### src/rtl/mux8_rr_scheduler_pkg.sv
// Shared types and constants for the 8-way round-robin mux scheduler.
package mux8_rr_scheduler_pkg;

  typedef enum logic {
    S_IDLE  = 1'b0,
    S_GRANT = 1'b1
  } state_t;

  localparam int HOLD_W = 4;

  function automatic logic [7:0] onehot8(input logic [2:0] idx);
    logic [7:0] v;
    v = 8'd0;
    v[idx] = 1'b1;
    return v;
  endfunction

endpackage

### src/rtl/mux8_rr_scheduler_mux8x1.sv
// Plain 8:1 single-bit mux; the scheduler is the only driver of its select.
module mux8x1 (
  input  logic [7:0] i,
  input  logic [2:0] s,
  output logic       y
);

  assign y = i[s];

endmodule

### src/rtl/mux8_rr_scheduler_rr_pick8.sv
// Combinational round-robin picker: first request after 'last', wrapping 7->0.
module rr_pick8 (
  input  logic [7:0] req,
  input  logic [2:0] last,
  input  logic       excl_cur,
  output logic       found,
  output logic [2:0] idx
);

  logic [7:0] masked;
  logic [2:0] cand;

  // The current owner is masked when looking for a rotation target.
  always_comb begin
    masked = req;
    if (excl_cur)
      masked[last] = 1'b0;
    found = 1'b0;
    idx   = 3'd0;
    cand  = 3'd0;
    for (int i = 1; i <= 8; i++) begin
      cand = last + 3'(i);
      if (!found && masked[cand]) begin
        found = 1'b1;
        idx   = cand;
      end
    end
  end

endmodule

### src/rtl/mux8_rr_scheduler.sv
// Round-robin scheduler for a shared 8:1 mux with bounded hold time.
// Optional feature: define MUX8_SCHED_LOCK_EN to let 'lock' suppress timeout rotation.
module mux8_rr_scheduler
  import mux8_rr_scheduler_pkg::*;
#(
  parameter int MAX_HOLD = 4
) (
  input  logic       clk,
  input  logic       rst_n,
  input  logic [7:0] req,
  input  logic [7:0] data,
  input  logic       lock,
  output logic [7:0] gnt,
  output logic [2:0] sel,
  output logic       y,
  output logic       y_vld
);

  localparam logic [HOLD_W-1:0] HOLD_MAX  = HOLD_W'(MAX_HOLD);
  localparam logic [HOLD_W-1:0] HOLD_LAST = HOLD_W'(MAX_HOLD - 1);

  state_t            state, state_nx;
  logic [HOLD_W-1:0] hold_cnt, hold_nx;
  logic [2:0]        last, last_nx, sel_nx;
  logic [7:0]        gnt_nx;
  logic              pick_found, rotate_ok, mux_out;
  logic [2:0]        pick_idx;

  rr_pick8 u_pick (
    .req      (req),
    .last     (last),
    .excl_cur (state == S_GRANT),
    .found    (pick_found),
    .idx      (pick_idx)
  );

  mux8x1 u_mux (
    .i (data),
    .s (sel),
    .y (mux_out)
  );

`ifdef MUX8_SCHED_LOCK_EN
  assign rotate_ok = ~lock;
`else
  assign rotate_ok = ~(lock & 1'b0);
`endif

  // Once saturated, hold_cnt stays past the limit, so a late arrival still triggers rotation.
  always_comb begin
    state_nx = state;
    gnt_nx   = gnt;
    sel_nx   = sel;
    last_nx  = last;
    hold_nx  = hold_cnt;
    case (state)
      S_IDLE: begin
        if (pick_found) begin
          gnt_nx   = onehot8(pick_idx);
          sel_nx   = pick_idx;
          last_nx  = pick_idx;
          hold_nx  = '0;
          state_nx = S_GRANT;
        end
      end
      S_GRANT: begin
        hold_nx = (hold_cnt == HOLD_MAX) ? hold_cnt : hold_cnt + 1'b1;
        if ((!req[sel] || (hold_cnt >= HOLD_LAST && rotate_ok)) && pick_found) begin
          gnt_nx  = onehot8(pick_idx);
          sel_nx  = pick_idx;
          last_nx = pick_idx;
          hold_nx = '0;
        end else if (!req[sel]) begin
          gnt_nx   = 8'd0;
          state_nx = S_IDLE;
        end
      end
      default: state_nx = S_IDLE;
    endcase
  end

  always_ff @(posedge clk) begin
    if (!rst_n) begin
      state    <= S_IDLE;
      gnt      <= 8'd0;
      sel      <= 3'd0;
      last     <= 3'd7;
      hold_cnt <= '0;
      y        <= 1'b0;
      y_vld    <= 1'b0;
    end else begin
      state    <= state_nx;
      gnt      <= gnt_nx;
      sel      <= sel_nx;
      last     <= last_nx;
      hold_cnt <= hold_nx;
      if (state == S_GRANT)
        y <= mux_out;
      y_vld    <= (state == S_GRANT);
    end
  end

endmodule

### config.mk
export PLATFORM = sky130hd
export DESIGN_NAME = mux8_rr_scheduler
export DESIGN_NICKNAME = d
export VERILOG_FILES = /design/src/rtl/mux8_rr_scheduler_pkg.sv /design/src/rtl/mux8_rr_scheduler_mux8x1.sv /design/src/rtl/mux8_rr_scheduler_rr_pick8.sv /design/src/rtl/mux8_rr_scheduler.sv
export SDC_FILE = /design/constraint.sdc
export NUM_CORES = 1
export LEC_CHECK = 0
export CAP_MARGIN = 30
export CORE_AREA = 2 2 64 66
export DETAILED_ROUTE_END_ITERATION = 6
export DIE_AREA = 0 0 66 68
export PLACE_DENSITY = 0.85
export SLEW_MARGIN = 20
export SYNTH_ARGS = -nofsm -noshare
export SYNTH_HDL_FRONTEND = slang
export SYNTH_SLANG_ARGS = --single-unit
### constraint.sdc
create_clock -name clk -period 10.3 [get_ports clk]
set_input_delay 2.06 -clock clk [delete_from_list [all_inputs] [get_ports clk]]
set_output_delay 2.06 -clock clk [all_outputs]
set_load 0.01 [all_outputs]
; ---- After elaboration in Yosys (flattened, before gate mapping)
; Index checks and enable logic that the tools add are counted.
[classes]
addsub = 8
order_cmp = 13
eq_ne = 5
muxes = 56
bitwise = 3
n_reduce_logical = 22
[op_table]
columns = op, n
row1 = $lt A3 B4 Y1 const B, 10
row2 = $mux W8, 4
row3 = $bmux W1 S3, 10
row4 = $mux W3, 10
row5 = $mux W1, 23
row6 = $pmux W8 S2, 1
row7 = $add A3 B3 Y3 const B, 4
row8 = $mux W4, 3
row9 = $logic_and A1 B1 Y1, 10
row10 = $and A8 B8 Y8, 1
row11 = $logic_not A1 Y1, 8
row12 = $not A8 Y8, 1
row13 = $pmux W4 S2, 1
row14 = $add A3 B2 Y3 const B, 2
row15 = $demux W1 S3, 2
row16 = $ge A3 B1 Y1 const B, 2
row17 = $ne A3 B2 Y1 const B, 2
row18 = $pmux W3 S2, 1
row19 = $reduce_and A2 Y1, 3
row20 = $add A4 B1 Y4 const B, 1
row21 = $eq A4 B3 Y1 const B, 1
row22 = $ge A4 B2 Y1 const B, 1
row23 = $add A3 B1 Y3 const B, 1
row24 = $ne A2 B1 Y1 const B, 1
row25 = other kinds (4), 4
[word_totals]
regBits = 21
wordCells = 114

; ---- Depth between registers and ports, before layout
; Gate-level depths: netlist of run 1.
[logic_depth]
ltp_word = 37
mapped_depth = 12

; ---- By module
; From an unflattened synthesis of run 1, not the netlist that was laid out.
[unflattened]
hier_cells = 233
hier_area_um2 = 2049.5
[modules_own_cells]
columns = mod, n_inst, cells_each, area_per_inst_um2, seq_area_each_um2
row1 = mux8_rr_scheduler, 1, 119, 1073.5, 420.4
row2 = rr_pick8, 1, 111, 912.1, 0.0
row3 = mux8x1, 1, 3, 63.8, 0.0

; ---- Worst setup path after synthesis of run 1
; OpenSTA, ideal clock, no wires.
[synth_path]
path_kind = in2reg
start = input req[5]
end = register gnt[2]
setup_ns = 0.117
arrival_time_ns = 4.208
path_slack_ns = 5.974
cell_stages = 8
path_cell_list = mux2_2 and2_0 a22oi_1 nand4_4 or4b_1 a32o_1 and2b_1 a32o_1
[synth_between]
elab_chain_cells = 32
word_cells_on_any_way = 64
cone_classes = order compare: 2 / eq/ne: 2 / mux: 40 / bitwise: 1 / reduce/logical: 19
[synth_rtl]
columns = item, line
row1 = start: declaration, mux8_rr_scheduler.sv:10  ; input logic [7:0] req,
row2 = $and A8 B8 Y8 (no line), --
row3 = $mux W8, mux8_rr_scheduler_rr_pick8.sv:16  ; if (excl_cur)
row4 = $bmux W1 S3, mux8_rr_scheduler_rr_pick8.sv:23  ; if (!found && masked[cand]) begin
row5 = $mux W1 (not written as such), mux8_rr_scheduler_rr_pick8.sv:23
row6 = $mux W1, mux8_rr_scheduler_rr_pick8.sv:23
row7 = $logic_not A1 Y1, mux8_rr_scheduler_rr_pick8.sv:23
row8 = $logic_and A1 B1 Y1, mux8_rr_scheduler_rr_pick8.sv:23
row9 = $mux W1, mux8_rr_scheduler_rr_pick8.sv:23
row10 = (+16 left out), --
row11 = $logic_and A1 B1 Y1, mux8_rr_scheduler_rr_pick8.sv:23
row12 = $mux W3, mux8_rr_scheduler_rr_pick8.sv:23
row13 = $lt A3 B4 Y1 (not written as such) / $ge A3 B1 Y1 (equally long branches), mux8_rr_scheduler_pkg.sv:14  ; v[idx] = 1'b1;
row14 = $logic_and A1 B1 Y1 (not written as such), mux8_rr_scheduler_pkg.sv:14
row15 = $mux W1 (not written as such), mux8_rr_scheduler_pkg.sv:14
row16 = $demux W1 S3, mux8_rr_scheduler_pkg.sv:14
row17 = $mux W8 (on tied branches), "mux8_rr_scheduler.sv:68, mux8_rr_scheduler.sv:58"
row18 = $pmux W8 S2, mux8_rr_scheduler.sv:56  ; case (state)
row19 = end signal: assignment, mux8_rr_scheduler.sv:93  ; gnt <= gnt_nx;
row20 = end: declaration, mux8_rr_scheduler.sv:13  ; output logic [7:0] gnt,
; Several ways; a longest one is shown, not always the timed one. The select of a mux whose other input is x is not followed.
; A chain may end at the register's enable or synchronous reset.

; ---- Worst setup path after layout of run 1
[layout_path]
start = input req[4]
end = register gnt[7]
; The elaborated chain is that of the path after synthesis.

==> results of run 1 <==
## stage by stage
| step | instances | utilization | hold WS (ps) |
|---|---|---|---|
| 4_1_cts | 295 | 0.6142 | 468.6 |
| 3_3_place_gp | 291 | 0.6025 | 463.5 |
| 3_5_place_dp | 291 | 0.6025 | 452.5 |
| 5_1_grt | 295 | 0.6142 | 481.9 |
| 2_1_floorplan | 221 | - | 510.4 |
| 6_report | 295 | 0.6142 | 465.9 |
## per-layer routing
layer / global-route usage / share of wire
met3: 0.03618 / 0.073
met1: 0.2918 / 0.43
met4: 0.06633 / 0.018
met2: 0.4141 / 0.48
met5: 0 / 0
## final cells by class
class | count | area share
Clock buffer | 4 | 0.01902
Inverter | 6 | 0.009509
Multi-Input combinational cell | 184 | 0.6408
Sequential cell | 21 | 0.1775
Tap cell | 50 | 0.02641
Timing Repair Buffer | 30 | 0.1268
## power by group
group	total, mW	internal [mW]	switching, mW
clock	0.0519	0.0275	0.0244
combinational	0.616	0.271	0.344
sequential	0.145	0.104	0.0410
total	0.813	0.403	0.410
## worst min-delay path by stage
stage | to | slack [ps] | cells past startpoint
finish | gnt[2] | 470 | 1
global route | gnt[2] | 480 | 1
CTS | gnt[2] | 470 | 1
detailed placement | gnt[2] | 450 | 1
global placement | gnt[2] | 460 | 1
floorplan | gnt[0] | 510 | 1
## cell families (layout without fill, tap and decap cells)
family          Yosys count  count (layout)  synth area share
fa+ha+maj                 8               8           0.04975
xor+xnor                  5               5           0.02177
mux                      32              32            0.2177
flops                    21              21            0.2090
compound gates           61              61            0.2469
buf+inv                  16              40           0.03669
simple gates             78              78            0.2183
## synth_stat cells, types with 4 or more instances
master    count
nor2_1        9
inv_1         4
nand3_1       5
mux4_2        8
and2_1        7
nand2_1      27
nor3_1        4
clkbuf_1      6
a22o_1        6
o21ai_0       8
mux2i_1      13
ha_1          8
and3_1        5
o211ai_1      4
dfxtp_1      21
mux2_2        9
a21oi_1       4
a21boi_0      4
## sequential cells by signal, summed over array words and instances, names as in the netlist
| signal | cells |
|---|---|
| hold_cnt | 4 |
| state | 1 |
| gnt | 8 |
| last | 3 |
| y | 1 |
| y_vld | 1 |
| sel | 3 |
## worst register-to-register path, cell delays in order, from the launching register on
cell and delay (ps):
dfxtp_1 890, clkinv_1 520, ha_1 730, mux2_2 440, o21ai_1 220, o2bb2ai_2 230
nand4_4 220, or4b_1 550, a32o_1 260, and2b_1 210, a32o_1 220
==> impl_metrics.py, run 1 <==
metrics = {
    "outcome": {
        "status": "finished, final reports clean",
    },
    "floorplan": {
        "start_util": 0.5217,
        "core_um2": 3856,
        "io_pins": 32,
        "die-area_um2": 4488,
        "rows": 23,
        "die_y_um": 68,
        "die_w_um": 66,
    },
    "timing": {
        "slew_viol_final": 0,
        "maxSlewHeadroom": 0.4065,
        "setup_viol": 0,
        "rsz0062_at_grt": "false",
        "clock_skew_ps": 4.393,
        "hold_viol": 0,
        "worst-slew-pin-transition_ps": 882.1,
        "finalCriticalPeriod_ps": 4914,
        "tns_ps": 0,
        "layout_setup_ws_ps": 5386,
        "fmax_mhz": 203.5,
        "finalCritPeriodShare": 0.4771,
    },
    "critical_path": {
        "startpoint_type": "input pin",
        "critPathLaunch": "req[4]",
        "cpPeakStageDelay_ps": 550,
        "path_class": "in2reg",
        "r2r-end": "gnt[2]",
        "cp_cell_sequence": "clkdlybuf4s50_1 > mux2_2 > and2_0 > mux4_2 > and3_1 > nor4b_2 > o21ai_0 > nor3_1 > a22o_1",
        "rr_worst_depth": 10,
        "arrival_ps": 5110,
        "worst-path-stages": 9,
        "endpoint": "gnt[7]",
        "r2r_slack_ps": 5710,
        "cp.required_ps": 10500,
        "crit_path_max_fanout": 5,
        "path_delay_family": "simple AND/OR/NAND/NOR gates",
        "path_buf_inv": 1,
        "end_kind": "flip-flop",
        "slowest_stage": "mux4_2",
        "reg2reg_from": "last[0]",
    },
    "synth": {
        "syn_area_um2": 2012,
        "ys_warn_count": 0,
        "syn_area_per_cell_um2": 9.104,
        "ys_async_sr_fraction": 0,
        "yosys.area.top_type": "dfxtp_1",
        "synthDistinctLibCells": 61,
        "postSynthCellCount": 221,
        "synth_top_area_share": 0.2090,
        "ys_seq_area_frac": 0.2090,
        "syn-num-nets": 248,
        "synth.area.top_cells": "dfxtp_1 (21%), mux4_2 (9.0%), mux2i_1 (6.5%)",
        "synthFlopType": "dfxtp_1",
        "synth-edff-count": 0,
        "ys_seq_elements": 21,
    },
    "finish": {
        "fin_area_um2": 2369,
        "nFillCells": 337,
        "nets": 273,
        "layout_common_cells": "clkdlybuf4s50_1 (30), nand2_1 (27), dfxtp_1 (21), mux2i_1 (13)",
        "final_common_cell": "clkdlybuf4s50_1",
        "multi_input_area_um2": 1518,
        "area_growth_syn_to_layout_pct": 17.72,
        "drive_gt1_frac": 0.1224,
        "n_antenna_cell": 0,
        "seq_area_um2": 420.4,
    },
    "routing": {
        "vias": 1872,
        "drc": 0,
        "drt-pass1-iter-count": 4,
        "viasPerCell": 6.346,
        "post_drt_wl_per_cell_um": 16.85,
        "drt_iter0_drc": 87,
        "wirelength_um": 4970,
        "ant_nets": 0,
    },
    "clocking": {
        "cts_inserted_buffers": 3,
        "cts_buffer_depth": 2,
        "cts_tree": "yes",
        "postCtsSetupRepairBufs": 0,
        "clkSinkCount": 21,
        "cts_resized": 0,
        "hold_buffers": 0,
        "cts_root_buffer": "clkbuf_8",
        "cts.clk_slew.worst_paths_ps": 70,
        "h-tree-depth": 1,
        "clk_latency_ps": 250,
    },
    "power_and_ir_drop": {
        "ir_drop_uv": 162.5,
        "finalPower_mw": 0.8125,
        "p_leak_nw": 0.8920,
        "power_density_nw_per_um2": 343.1,
    },
    "global_routing": {
        "grt_usage": 0.2322,
        "antenna_found_initial": 0,
        "grt_pass1_wl_um": 8052,
        "gr-total-overflow": 0,
        "grt_pass1_vias": 1785,
        "grt_max_degree": 23,
    },
    "worst_hold_path": {
        "hp-start": "gnt[2]",
        "hold_path.class": "reg2reg",
    },
    "placement": {
        "routabilityCongestion": 0.9804,
        "dpl_cell_area_um2": 2323,
        "pre_cts_ws_ps": 5234,
        "port_buffers": 30,
        "hpwlAfterDp_um": 3773,
    },
    "job": {
        "maxCapViolCount": 0,
    },
}
Power figures use the tool's default switching activity.
==> inputs of run 2 (changes only) <==
--- a/config.mk
+++ b/config.mk
@@ -6,10 +6,10 @@
 export NUM_CORES = 1
 export LEC_CHECK = 0
 export CAP_MARGIN = 30
-export CORE_AREA = 2 2 64 66
+export CORE_AREA = 2 2 68 70
 export DETAILED_ROUTE_END_ITERATION = 6
-export DIE_AREA = 0 0 66 68
-export PLACE_DENSITY = 0.85
+export DIE_AREA = 0 0 70 72
+export PLACE_DENSITY = 0.8
 export SLEW_MARGIN = 20
 export SYNTH_ARGS = -nofsm -noshare
 export SYNTH_HDL_FRONTEND = slang
==> constraint.sdc (replaced) <==
create_clock -name clk -period 4.4 [get_ports clk]
set_input_delay 0.88 -clock clk [delete_from_list [all_inputs] [get_ports clk]]
set_output_delay 0.88 -clock clk [all_outputs]
set_load 0.01 [all_outputs]
==> run 2 against run 1 <==
Flip-flop and latch count unchanged. Worst setup slack got worse by 4700 ps. Global-route usage decreased by 3.5 points. Register-to-register slack got worse by 5100 ps. Final area increased by 1.1%. Critical path depth increased by 1. Combinational power increased by 140%. Sequential power increased by 110%. Critical path type is now reg2reg. Critical endpoint is now gnt[2]. Largest cell class unchanged.
==> impl_metrics.py, run 2 (same netlist as run 1, synthesis figures left out) <==
metrics = {
    "outcome": {
        "status": "finished, final reports clean",
    },
    "placement": {
        "hpwlAfterDp_um": 3886,
        "dpl_cell_area_um2": 2349,
        "port_buffers": 30,
        "routabilityCongestion": 0.8657,
        "pre_cts_ws_ps": 540.2,
    },
    "job": {
        "maxCapViolCount": 0,
    },
    "critical_path": {
        "slowest_stage": "ha_1",
        "end_kind": "flip-flop",
        "startpoint_type": "flip-flop",
        "cp.required_ps": 4560,
        "path_class": "reg2reg",
        "cp_cell_sequence": "clkinv_1 > ha_1 > mux2_2 > o21ai_1 > o2bb2ai_2 > nand4_4 > or4b_1 > a32o_1 > and2b_1 > a32o_1",
        "cpPeakStageDelay_ps": 700,
        "cpMostUsedCell": "a32o_1",
        "crit_path_max_fanout": 12,
        "arrival_ps": 3910,
    },
    "timing": {
        "fmax_mhz": 266.1,
        "finalCriticalPeriod_ps": 3758,
        "hold_viol": 0,
        "rsz0062_at_grt": "false",
        "setup_viol": 0,
        "maxSlewHeadroom": 0.3910,
        "worst-slew-pin-transition_ps": 905.2,
        "tns_ps": 0,
        "finalCritPeriodShare": 0.8540,
        "clock_skew_ps": 2.245,
        "slew_viol_final": 0,
        "layout_setup_ws_ps": 642.2,
    },
    "floorplan": {
        "start_util": 0.4718,
        "core_um2": 4264,
        "die-area_um2": 5040,
        "die_w_um": 70,
        "die_y_um": 72,
        "io_pins": 32,
        "rows": 24,
    },
    "routing": {
        "wirelength_um": 4971,
        "post_drt_wl_per_cell_um": 16.57,
        "drc": 0,
        "viasPerCell": 6.143,
        "vias": 1843,
        "drt_iter0_drc": 99,
        "ant_nets": 0,
        "drt-pass1-iter-count": 4,
    },
    "power_and_ir_drop": {
        "combPwrFrac": 0.776,
        "p_leak_nw": 0.9088,
        "clockPowerShare": 0.067,
        "seqPwrFrac": 0.157,
        "switching_share": 0.4990,
        "ir_drop_uv": 279.7,
        "switchingPower_mw": 0.9509,
        "p_int_mw": 0.9547,
        "power_density_nw_per_um2": 795.7,
    },
    "global_routing": {
        "grt_pass1_vias": 1751,
        "antenna_found_initial": 0,
        "gr-total-overflow": 0,
        "grt_max_degree": 22,
        "grt_pass1_wl_um": 8162,
        "grt_usage": 0.1970,
    },
    "finish": {
        "drive_gt1_frac": 0.1371,
        "area_growth_syn_to_layout_pct": 19.03,
        "fin_area_um2": 2395,
        "largest_reg_flops": 8,
        "nets": 276,
        "biggestRegsByFlops": "gnt x8, hold_cnt x4",
        "layout_common_cells": "clkdlybuf4s50_1 (30), nand2_1 (27), dfxtp_1 (21), mux2i_1 (13)",
        "largest_register": "gnt",
        "final_common_cell": "clkdlybuf4s50_1",
        "fin_util": 0.5616,
        "n_antenna_cell": 0,
    },
    "clocking": {
        "cts_buffer_depth": 2,
        "postCtsSetupRepairBufs": 0,
        "cts_inserted_buffers": 3,
        "cts_root_buffer": "clkbuf_8",
        "h-tree-depth": 1,
        "cts_resized": 0,
        "cts_tree": "yes",
        "clkSinkCount": 21,
        "cts.clk_slew.worst_paths_ps": 80,
        "hold_buffers": 0,
        "clk_latency_ps": 260,
    },
    "worst_hold_path": {
        "hold_path.class": "reg2reg",
    },
}
==> run 2: power by group through the flow <==
stage | Sequential (mW) | Combinational [mW] | Clock (mW)
floorplan | 0.305 | 1.13 | 0
detailed placement | 0.304 | 1.46 | 0
global placement | 0.301 | 1.44 | 0
CTS | 0.300 | 1.47 | 0.128
global route | 0.308 | 1.61 | 0.136
finish | 0.299 | 1.48 | 0.127
==> run 2: worst paths after layout <==
path / startpoint / end / slack [ps] / cells after the start
worst min-delay path: gnt[0] / gnt[0] / 470 / 1
worst max register to register: last[0] / gnt[2] / 640 / 10
worst max-delay path: last[0] / gnt[2] / 640 / 10
worst min register to register: gnt[0] / gnt[0] / 470 / 1
==> run 2: cell type report <==
class	count	area (um2)
tap	52	65.06
timing repair buffer	33	322.8
clock buffer	3	41.29
fill	394	1869
clock inverter	1	5.005
inverter	6	22.52
sequential	21	420.4
multi-input combinational	184	1518
==> run 2: worst max-delay path: cells and delay by family, from the launching register on <==
| family | cells | cell delay [ps] |
|---|---|---|
| AND/OR/NAND/NOR | 3 | 980 |
| AO/OA/AOI/OAI | 4 | 930 |
| adder cells (fa/ha/maj) | 1 | 700 |
| multiplexers | 1 | 430 |
| flip-flops | 1 | 340 |
| buffers and inverters | 1 | 270 |
==> run 2: layer usage <==
metal | part of all wire | global-route usage
met1 | 0.45 | 0.2640
met2 | 0.49 | 0.3397
met3 | 0.048 | 0.02778
met4 | 0.012 | 0.04487
met5 | 0 | 0
==> run 2: stage by stage <==
stage	total power, mW	hold WS [ps]	std cells
after floorplan	1.438	510.4	221
after global placement	1.739	464.5	296
after detailed placement	1.764	459.5	296
after CTS	1.893	477.3	300
after global routing	2.057	491.9	300
final	1.906	474.1	300
==> inputs of run 3 (changes only) <==
--- a/config.mk
+++ b/config.mk
@@ -5,7 +5,6 @@
 export SDC_FILE = /design/constraint.sdc
 export NUM_CORES = 1
 export LEC_CHECK = 0
-export CAP_MARGIN = 30
 export CORE_AREA = 2 2 68 70
 export DETAILED_ROUTE_END_ITERATION = 6
 export DIE_AREA = 0 0 70 72
==> results of run 3 <==
The final DEF is identical to that of run 2; final timing and power are the same.
